`config.mk`:
```
export PLATFORM = sky130hd
export DESIGN_NAME = decode_queue_flat
export DESIGN_NICKNAME = d
export VERILOG_FILES = /design/src/rtl/decode_queue_if.sv /design/src/rtl/decode_queue.sv /design/src/flat_wrapper.sv
export SDC_FILE = /design/constraint.sdc
export NUM_CORES = 1
export LEC_CHECK = 0
export CORE_MARGIN = 3
export CORE_UTILIZATION = 58
export CTS_BUF_LIST = sky130_fd_sc_hd__clkbuf_8 sky130_fd_sc_hd__clkbuf_16
export DETAILED_ROUTE_END_ITERATION = 8
export PLACE_DENSITY = 0.81
export SLEW_MARGIN = 20
export SYNTH_ARGS = -nofsm -noshare
export SYNTH_HDL_FRONTEND = slang
export SYNTH_SLANG_ARGS = --single-unit
```
`constraint.sdc`:
```
create_clock -name clk_i -period 5.49 [get_ports clk_i]
set_input_delay 1.098 -clock clk_i [delete_from_list [all_inputs] [get_ports clk_i]]
set_output_delay 1.098 -clock clk_i [all_outputs]
set_load 0.03 [all_outputs]
```
`src/rtl/decode_queue_if.sv`:
```
// -----------------------------------------------------------------------------
// decode_queue_if
//   Groups the decode-queue handshake signals between the front-end decoder,
//   the back-end rename stage and the queue itself.
//   Signal names keep their block-level port names so they trace directly to
//   the be_top connections.
//
//   Modports
//     master : environment side (decoder + back-end); drives data, valid,
//              rename ready and mispredict.
//     slave  : queue side; drives ready, head entry, head valid, occupancy
//              and almost-full.
// -----------------------------------------------------------------------------
interface decode_queue_if #(
  parameter int DATA_WIDTH = 32,
  parameter int DEPTH      = 8
);
  localparam int CNT_W = $clog2(DEPTH) + 1;

  logic [DATA_WIDTH-1:0] dec_data_i;
  logic                  dec_v_i;
  logic                  dec_ready_o;
  logic                  mispredict_i;
  logic [DATA_WIDTH-1:0] decoded_o;
  logic                  decoded_v_o;
  logic                  rename_ready_i;
  logic [CNT_W-1:0]      count_o;
  logic                  almost_full_o;

  modport master (
    output dec_data_i, dec_v_i, mispredict_i, rename_ready_i,
    input  dec_ready_o, decoded_o, decoded_v_o, count_o, almost_full_o
  );

  modport slave (
    input  dec_data_i, dec_v_i, mispredict_i, rename_ready_i,
    output dec_ready_o, decoded_o, decoded_v_o, count_o, almost_full_o
  );
endinterface

```
`src/rtl/decode_queue.sv`:
```
// -----------------------------------------------------------------------------
// decode_queue
//   Decoupling FIFO between front-end decode and back-end rename. Buffers
//   decoded instructions with valid/ready on both sides and discards every
//   wrong-path entry in a single cycle when the back-end signals a mispredict.
//
//   Ports
//     clk_i    : clock, rising edge
//     reset_i  : asynchronous, active-high reset
//     bus      : decode_queue_if.slave
//                 dec_data_i/dec_v_i/dec_ready_o     decoder push handshake
//                 decoded_o/decoded_v_o/rename_ready_i rename pop handshake
//                 mispredict_i                       one-cycle flush request
//                 count_o                            registered occupancy
//                 almost_full_o                      registered fetch throttle
//
//   Head entry is visible the cycle after it is pushed; there is no bypass
//   from dec_data_i to decoded_o on an empty queue.
// -----------------------------------------------------------------------------
module decode_queue #(
  parameter int DATA_WIDTH = 32,   // DECODED_INSTRUCTION_WIDTH in the core
  parameter int DEPTH      = 8,    // power of 2, >= 2
  parameter int AFULL_LVL  = DEPTH - 2
) (
  input  logic              clk_i,
  input  logic              reset_i,
  decode_queue_if.slave     bus
);

  localparam int IDX_W = $clog2(DEPTH);
  localparam int PTR_W = IDX_W + 1;   // MSB is the wrap bit

  localparam logic [PTR_W-1:0] FULL_CNT  = PTR_W'(DEPTH);
  localparam logic [PTR_W-1:0] AFULL_CNT = PTR_W'(AFULL_LVL);

  logic [DATA_WIDTH-1:0] mem [DEPTH];

  logic [PTR_W-1:0] wr_ptr, rd_ptr, count;
  logic [PTR_W-1:0] wr_ptr_nxt, rd_ptr_nxt, count_nxt;
  logic             almost_full;

  logic full, empty, push, pop;

  // Ready depends only on the registered count, so the decoder never sees
  // a combinational path from rename_ready_i.
  assign full  = (count == FULL_CNT);
  assign empty = (count == '0);

  assign bus.dec_ready_o = !full;

  // The head is withheld during a flush cycle so rename never accepts a
  // wrong-path instruction.
  assign bus.decoded_v_o = !empty && !bus.mispredict_i;
  assign bus.decoded_o   = mem[rd_ptr[IDX_W-1:0]];

  assign push = bus.dec_v_i && !full && !bus.mispredict_i;
  assign pop  = bus.decoded_v_o && bus.rename_ready_i;

  assign bus.count_o       = count;
  assign bus.almost_full_o = almost_full;

  // NOTE: every variable assigned in always_comb gets a default first so no
  // path through the block leaves it unassigned (which would infer a latch).
  always_comb begin
    wr_ptr_nxt = wr_ptr;
    rd_ptr_nxt = rd_ptr;
    count_nxt  = count;
    if (bus.mispredict_i) begin
      wr_ptr_nxt = '0;
      rd_ptr_nxt = '0;
      count_nxt  = '0;
    end else begin
      if (push) wr_ptr_nxt = wr_ptr + 1'b1;
      if (pop)  rd_ptr_nxt = rd_ptr + 1'b1;
      unique case ({push, pop})
        2'b10:   count_nxt = count + 1'b1;
        2'b01:   count_nxt = count - 1'b1;
        default: count_nxt = count;  // idle, or push+pop cancel out
      endcase
    end
  end

  // NOTE: state registers use non-blocking assignments so every flop samples
  // the pre-edge values regardless of statement order.
  always_ff @(posedge clk_i or posedge reset_i) begin
    if (reset_i) begin
      wr_ptr      <= '0;
      rd_ptr      <= '0;
      count       <= '0;
      almost_full <= 1'b0;
    end else begin
      wr_ptr      <= wr_ptr_nxt;
      rd_ptr      <= rd_ptr_nxt;
      count       <= count_nxt;
      almost_full <= (count_nxt >= AFULL_CNT);
    end
  end

  // NOTE: storage is deliberately left out of reset; valid tracking comes
  // from the pointers, and an un-reset array maps onto plain RAM/flops.
  always_ff @(posedge clk_i) begin
    if (push) mem[wr_ptr[IDX_W-1:0]] <= bus.dec_data_i;
  end

  // Structural invariants of the queue.
  a_no_push_full : assert property (@(posedge clk_i) disable iff (reset_i)
                                    !(push && full));
  a_no_pop_empty : assert property (@(posedge clk_i) disable iff (reset_i)
                                    !(pop && empty));
  a_count_ptrs   : assert property (@(posedge clk_i) disable iff (reset_i)
                                    count == PTR_W'(wr_ptr - rd_ptr));

endmodule

```
`src/flat_wrapper.sv`:
```
// flat-port wrapper written by rule: the top's interface ports become plain ports
module decode_queue_flat 
#(
  parameter int DATA_WIDTH = 32,                                           
  parameter int DEPTH      = 8,                       
  parameter int AFULL_LVL  = DEPTH - 2
)
  (clk_i, reset_i, bus_dec_data_i, bus_dec_v_i, bus_mispredict_i, bus_rename_ready_i, bus_dec_ready_o, bus_decoded_o, bus_decoded_v_o, bus_count_o, bus_almost_full_o);
  decode_queue_if #(.DATA_WIDTH(DATA_WIDTH), .DEPTH(DEPTH)) bus_i ();
  input  logic clk_i;
  input  logic reset_i;
  input wire logic [$bits(bus_i.dec_data_i)-1:0] bus_dec_data_i;
  input wire logic [$bits(bus_i.dec_v_i)-1:0] bus_dec_v_i;
  input wire logic [$bits(bus_i.mispredict_i)-1:0] bus_mispredict_i;
  input wire logic [$bits(bus_i.rename_ready_i)-1:0] bus_rename_ready_i;
  output wire logic [$bits(bus_i.dec_ready_o)-1:0] bus_dec_ready_o;
  output wire logic [$bits(bus_i.decoded_o)-1:0] bus_decoded_o;
  output wire logic [$bits(bus_i.decoded_v_o)-1:0] bus_decoded_v_o;
  output wire logic [$bits(bus_i.count_o)-1:0] bus_count_o;
  output wire logic [$bits(bus_i.almost_full_o)-1:0] bus_almost_full_o;
  assign bus_i.dec_data_i = bus_dec_data_i;
  assign bus_i.dec_v_i = bus_dec_v_i;
  assign bus_i.mispredict_i = bus_mispredict_i;
  assign bus_i.rename_ready_i = bus_rename_ready_i;
  assign bus_dec_ready_o = bus_i.dec_ready_o;
  assign bus_decoded_o = bus_i.decoded_o;
  assign bus_decoded_v_o = bus_i.decoded_v_o;
  assign bus_count_o = bus_i.count_o;
  assign bus_almost_full_o = bus_i.almost_full_o;
  decode_queue #(.DATA_WIDTH(DATA_WIDTH), .DEPTH(DEPTH), .AFULL_LVL(AFULL_LVL)) u_core (.clk_i(clk_i), .reset_i(reset_i), .bus(bus_i));
endmodule
```
# Word-level counts from Yosys, hierarchy flattened

Memory sizes are Yosys's and may differ from the RTL's.
Cells that the tools add are included.

Memories kept: 1
Memory bits (writable): 256
Register bits: 13
Bits of input ports: 37
Word-level logic and storage cells: 31
Output and inout bits: 39

Memories:

| memory     | words | width | read ports | clocked after Yosys merged registers in | wr ports | RTL line           | RTL |
|---|---|---|---|---|---|---|---|
| u_core.mem | 8     | 32    | 1          | 0                                       | 1        | decode_queue.sv:36 | `logic [DATA_WIDTH-1:0] mem [DEPTH];` |

Equal/unequal tests: 3
Reduce and logical (&&, ||, !) cells: 10
Multiplexer cells: 8
Add/sub/neg operators: 4
$lt $le $gt $ge: 1

Operator list:

| operator                                                                             | number |
|---|---|
| 4-bit two-way mux                                                                    | 5 |
| 4-bit by 1-bit adder with 4-bit output (second input constant)                       | 3 |
| 4-bit one-hot mux with 2 select lines                                                | 1 |
| 4-bit == test (second input constant)                                                | 1 |
| 4-bit by 3-bit greater-or-equal comparator with 1-bit output (second input constant) | 1 |
| 1-bit logical AND                                                                    | 4 |
| 4-bit logical NOT                                                                    | 1 |
| 2-bit nonzero test                                                                   | 2 |
| 4-bit by 1-bit subtractor with 4-bit output (second input constant)                  | 1 |
| 1-bit logical NOT                                                                    | 3 |
| 2-bit by 1-bit == test with 1-bit output (second input constant)                     | 1 |
| 2-bit == test (second input constant)                                                | 1 |
| 1-bit two-way mux                                                                    | 2 |

# Logic depth before layout (Yosys ltp)

Depth after elaboration: 8
Depth in mapped cells: 12
Depth with buffers taken out: 10

# Worst setup path before layout

OpenSTA, ideal clock, no wires.

Path kind: input to register
Start: input port bus_dec_v_i
End: memory u_core.mem[0][0] (enable)
Data arrival time: 3.769 ns
Path slack: 1.260 ns
Setup time: 0.461 ns
Data required time: 5.029 ns
Buffers on the path: 0
Stages on the path: 3
Cell sequence: nand2_1 -> or3_1 -> nor3_1

Word-level cells in the longest chain between the ends: 4

RTL lines:

| item                                    | RTL line            | RTL |
|---|---|---|
| start: declaration                      | flat_wrapper.sv:13  | `input wire logic [$bits(bus_i.dec_v_i)-1:0] bus_dec_v_i;` |
| 1-bit logical AND (2 in a row)          | decode_queue.sv:56  | `assign push = bus.dec_v_i && !full && !bus.mispredict_i;` |
| 1-bit two-way mux                       | decode_queue.sv:102 | `if (push) mem[wr_ptr[IDX_W-1:0]] <= bus.dec_data_i;` |
| 1-bit two-way mux (implied by the code) | decode_queue.sv:102 |  |
| end: declaration                        | decode_queue.sv:36  |  |

No other way between the ends.

# Worst setup path in the final report

Start: register u_core.rd_ptr[0]
End: output port bus_decoded_o[22]

Word-level cells in the longest chain between the ends: 1

RTL lines:

| item                     | RTL line           | RTL |
|---|---|---|
| start: declaration       | decode_queue.sv:38 | `logic [PTR_W-1:0] wr_ptr, rd_ptr, count;` |
| start signal: assignment | decode_queue.sv:93 | `rd_ptr <= rd_ptr_nxt;` |
| memory read 8 x 32 bit   | n/a                |  |
| end: declaration         | flat_wrapper.sv:17 | `output wire logic [$bits(bus_i.decoded_o)-1:0] bus_decoded_o;` |

No other way between the ends.

==> metrics.cfg <==
[run_status]
outcome=complete, no violations

[global_routing]
grt_pass1_vias=5168
grt_antenna_before_repair=0
grt_max_degree=35
grt_first_pass_wirelength_um=30200
grt_util_all_layers=0.201
grt_overflow_total=0

[job]
timing.max_cap.violations=0

[placement]
place.port_buffers=75
placed_cells_incl_taps=745
weighted_congestion_at_the_end_of_routability_driven_global_placement=0.846
dp_worst_setup_slack_ps=1610
dp_hpwl_um=10600
placedInstanceArea_mm2=0.0114

[sta]
hold_viol=0
report.final.setup_viol=0
finalSetupTns_ps=0
fin_crit_share=0.790
grt_setup_unrepaired=false
slew_headroom=0.344
clock_skew_ps=7.46
timing.final.crit_period_ps=4340
postLayoutSetupSlackWorst_ps=1150
max_freq_mhz=231
worst_pin_slew_ps=978
fin_worst_hold_slack_ps=596
slew_viol_final=0

[logic_synthesis]
avg_cell_area_syn_um2=22.6
synth-edff-count=256
post_synth_instance_area_mm2=0.0103
synth.most_common_cell=edfxtp_1
dominant_combinational_cell_family_by_area_after_synthesis=multiplexers
seq_cells_post_synth=267
post_synth_and_or_nand_nor_area_fraction=0.0190
postSynthNetCount=497
synth-xor-area-share=0.00594
ys_warn_count=0
synth-compound-area-share=0.0109
ys_types=34
yosys-top-cells-area=edfxtp_1 (74%), mux4_2 (14%), mux2_2 (3.5%)
synthDominantAreaCellType=edfxtp_1
synth_top_cell_area_share=0.745
muxShareOfSynthArea=0.177
post_synth_adder_cell_area=0.00485
asyncSetResetFlopFracSynth=0.0412
netlist_instances=456
synth_sequential_area_ratio=0.771
dominantRegCellSynth=edfxtp_1
ys_top_cells_by_count=edfxtp_1 (256), mux4_2 (64), mux2_2 (32), nor2_1 (19), clkbuf_1 (14)

[final_layout]
layout-drive-gt1-share=0.277
area.growth.synth_to_final_pct=18.9
fin_util=0.707
design.final.nets=590
fin_cells=796
final_design_area_no_fill_mm2=0.0123

[worst_setup_path]
worst_ep_required_time_ps=4390
worst_path_largest_cell_delay_ps=870
critPathKind=register to output pin
timing.reg2reg.worst_path_depth=5
crit_chain=buf_12, mux4_2, mux2_2, clkdlybuf4s50_1
crit-reg2reg-capture=u_core.mem[0][23]
timing.critical_path.fanout_max=34
critical_path_arrival_ps=3240
critical-path-slowest-cell=dfrtp_4
r2r_start=u_core.bus.count_o[1]
worstSetupStartpointType=register
endpoint_kind=output pin
timing.reg2reg.setup_slack_ps=2550

[pwr]
clkPwrFrac=0.341
power.net_switching_mw=1.23
vdd_ir_drop_max_mv=0.262
power.density_mw_per_mm2=406
power.total_mw=4.98
sw_frac_of_total=0.247
seq_power_share=0.477
leakage_nw=3.91
cell_internal_pwr_mw=3.75
comb_power_share=0.181

[drt]
post-route-drc-count=0
route.vias.total=4695
first_pass_iters=4
drtAntennaViolNets=0
dr.first_iter.drc_count=386
avgViaCountPerCell=5.90
wirelength_um=18900
wire_per_inst_um=23.8

[clock_tree]
clk-insertion-delay-late_ps=520
ctsResizeCount=0
clkTransAtPathRegs_ps=60
cts.path.max_buffers=3
number_of_buffers_added_by_the_clock_tree_synthesis_step=27
h_tree_depth=1
tritoncts=built
clock_sinks=267
cell_at_the_root_of_the_clock_tree=clkbuf_16
ctsHoldBuffers=0
cts_post_setup_buffers_inserted=0

[floorplanning]
die_area_mm2=0.0194
placeableCoreArea_mm2=0.0174
placementRows=48
dieWidth_um=139
initial_utilization=0.595
dieHeight_um=139
floorplan.io_pins=76

[worst_hold_path]
min-delay-path-class=register to register
min_delay_worst_endpoint=u_core.wr_ptr[0]
hold_path.startpoint=u_core.wr_ptr[0]
cell_depth_of_the_worst_hold_path=2

-- final cells by class --
type                       count  area (um2)
sequential                   267        7970
fill                         990        5080
multi-input combinational    164        2310
timing repair buffer          86         871
clock buffer                  27         676
tap                          225         282
clock inverter                23         160
inverter                       3        11.3
antenna                        1        2.50
-- worst max-delay path by stage --
stage                      from                 to  slack (ps)  cells past startpoint
3_3_place_gp   u_core.rd_ptr[0]  bus_decoded_o[31]        1660                      4
3_5_place_dp   bus_mispredict_i   u_core.mem[0][4]        1610                      4
4_1_cts        u_core.rd_ptr[0]  bus_decoded_o[22]        1070                      4
6_report       u_core.rd_ptr[0]  bus_decoded_o[22]        1150                      4
2_1_floorplan       bus_dec_v_i   u_core.mem[0][0]        1260                      3
5_1_grt        u_core.rd_ptr[0]  bus_decoded_o[22]         950                      4
-- state kept, by name, indices dropped and copies added, names as in the netlist --
register,count
u_core.bus.almost_full_o,1
u_core.rd_ptr,3
u_core.mem,256
u_core.wr_ptr,3
u_core.bus.count_o,4
-- critical path: cells and delay by family (launching register included) --
family                 cells  cell delay, ps
buffers and inverters      2             970
flip-flops                 1             870
multiplexers               2             860
-- kinds of logic after synthesis --
logic type | count (synthesis)
flops | 267
mux | 99
simple gates | 41
buf+inv | 25
compound gates | 13
xor+xnor | 7
fa+ha+maj | 4
-- placed cells by master, fill, tap and decap left out, drive strengths merged --
cell,count
nor4,1
o21bai,1
a211oi,1
diode,1
o21ai,2
a22oi,1
nand3,2
clkinv,12
a21o,1
nand2b,4
or4b,1
or3,3
o31a,1
dfrtp,11
buf,11
xor2,7
inv,12
o21a,1
nand2,6
mux2,32
or3b,1
a31o,1
a21oi,2
nor3b,1
a22o,1
nor3,2
nor2,19
mux4,64
ha,4
clkdlybuf4s50,75
nor2b,1
o32ai,1
clkbuf,27
edfxtp,256
mux2i,3
bufinv,2
-- power groups by stage --
stage	combinational, mW	clock (mW)	sequential (mW)
floorplan	0.642	0	2.38
global route	0.960	1.82	2.39
finish	0.904	1.70	2.38
CTS	0.919	1.73	2.38
global placement	0.893	0	2.42
detailed placement	0.910	0	2.42
-- metal layers --
metal / GRT usage / share of wire / wire length, um
met5: 0 / 0 / 0
met1: 0.279 / 0.39 / 7460
met2: 0.337 / 0.52 / 9920
met4: 0.0474 / 0.011 / 212
met3: 0.0392 / 0.071 / 1340
Note: power is estimated with default switching activity, not from simulation.
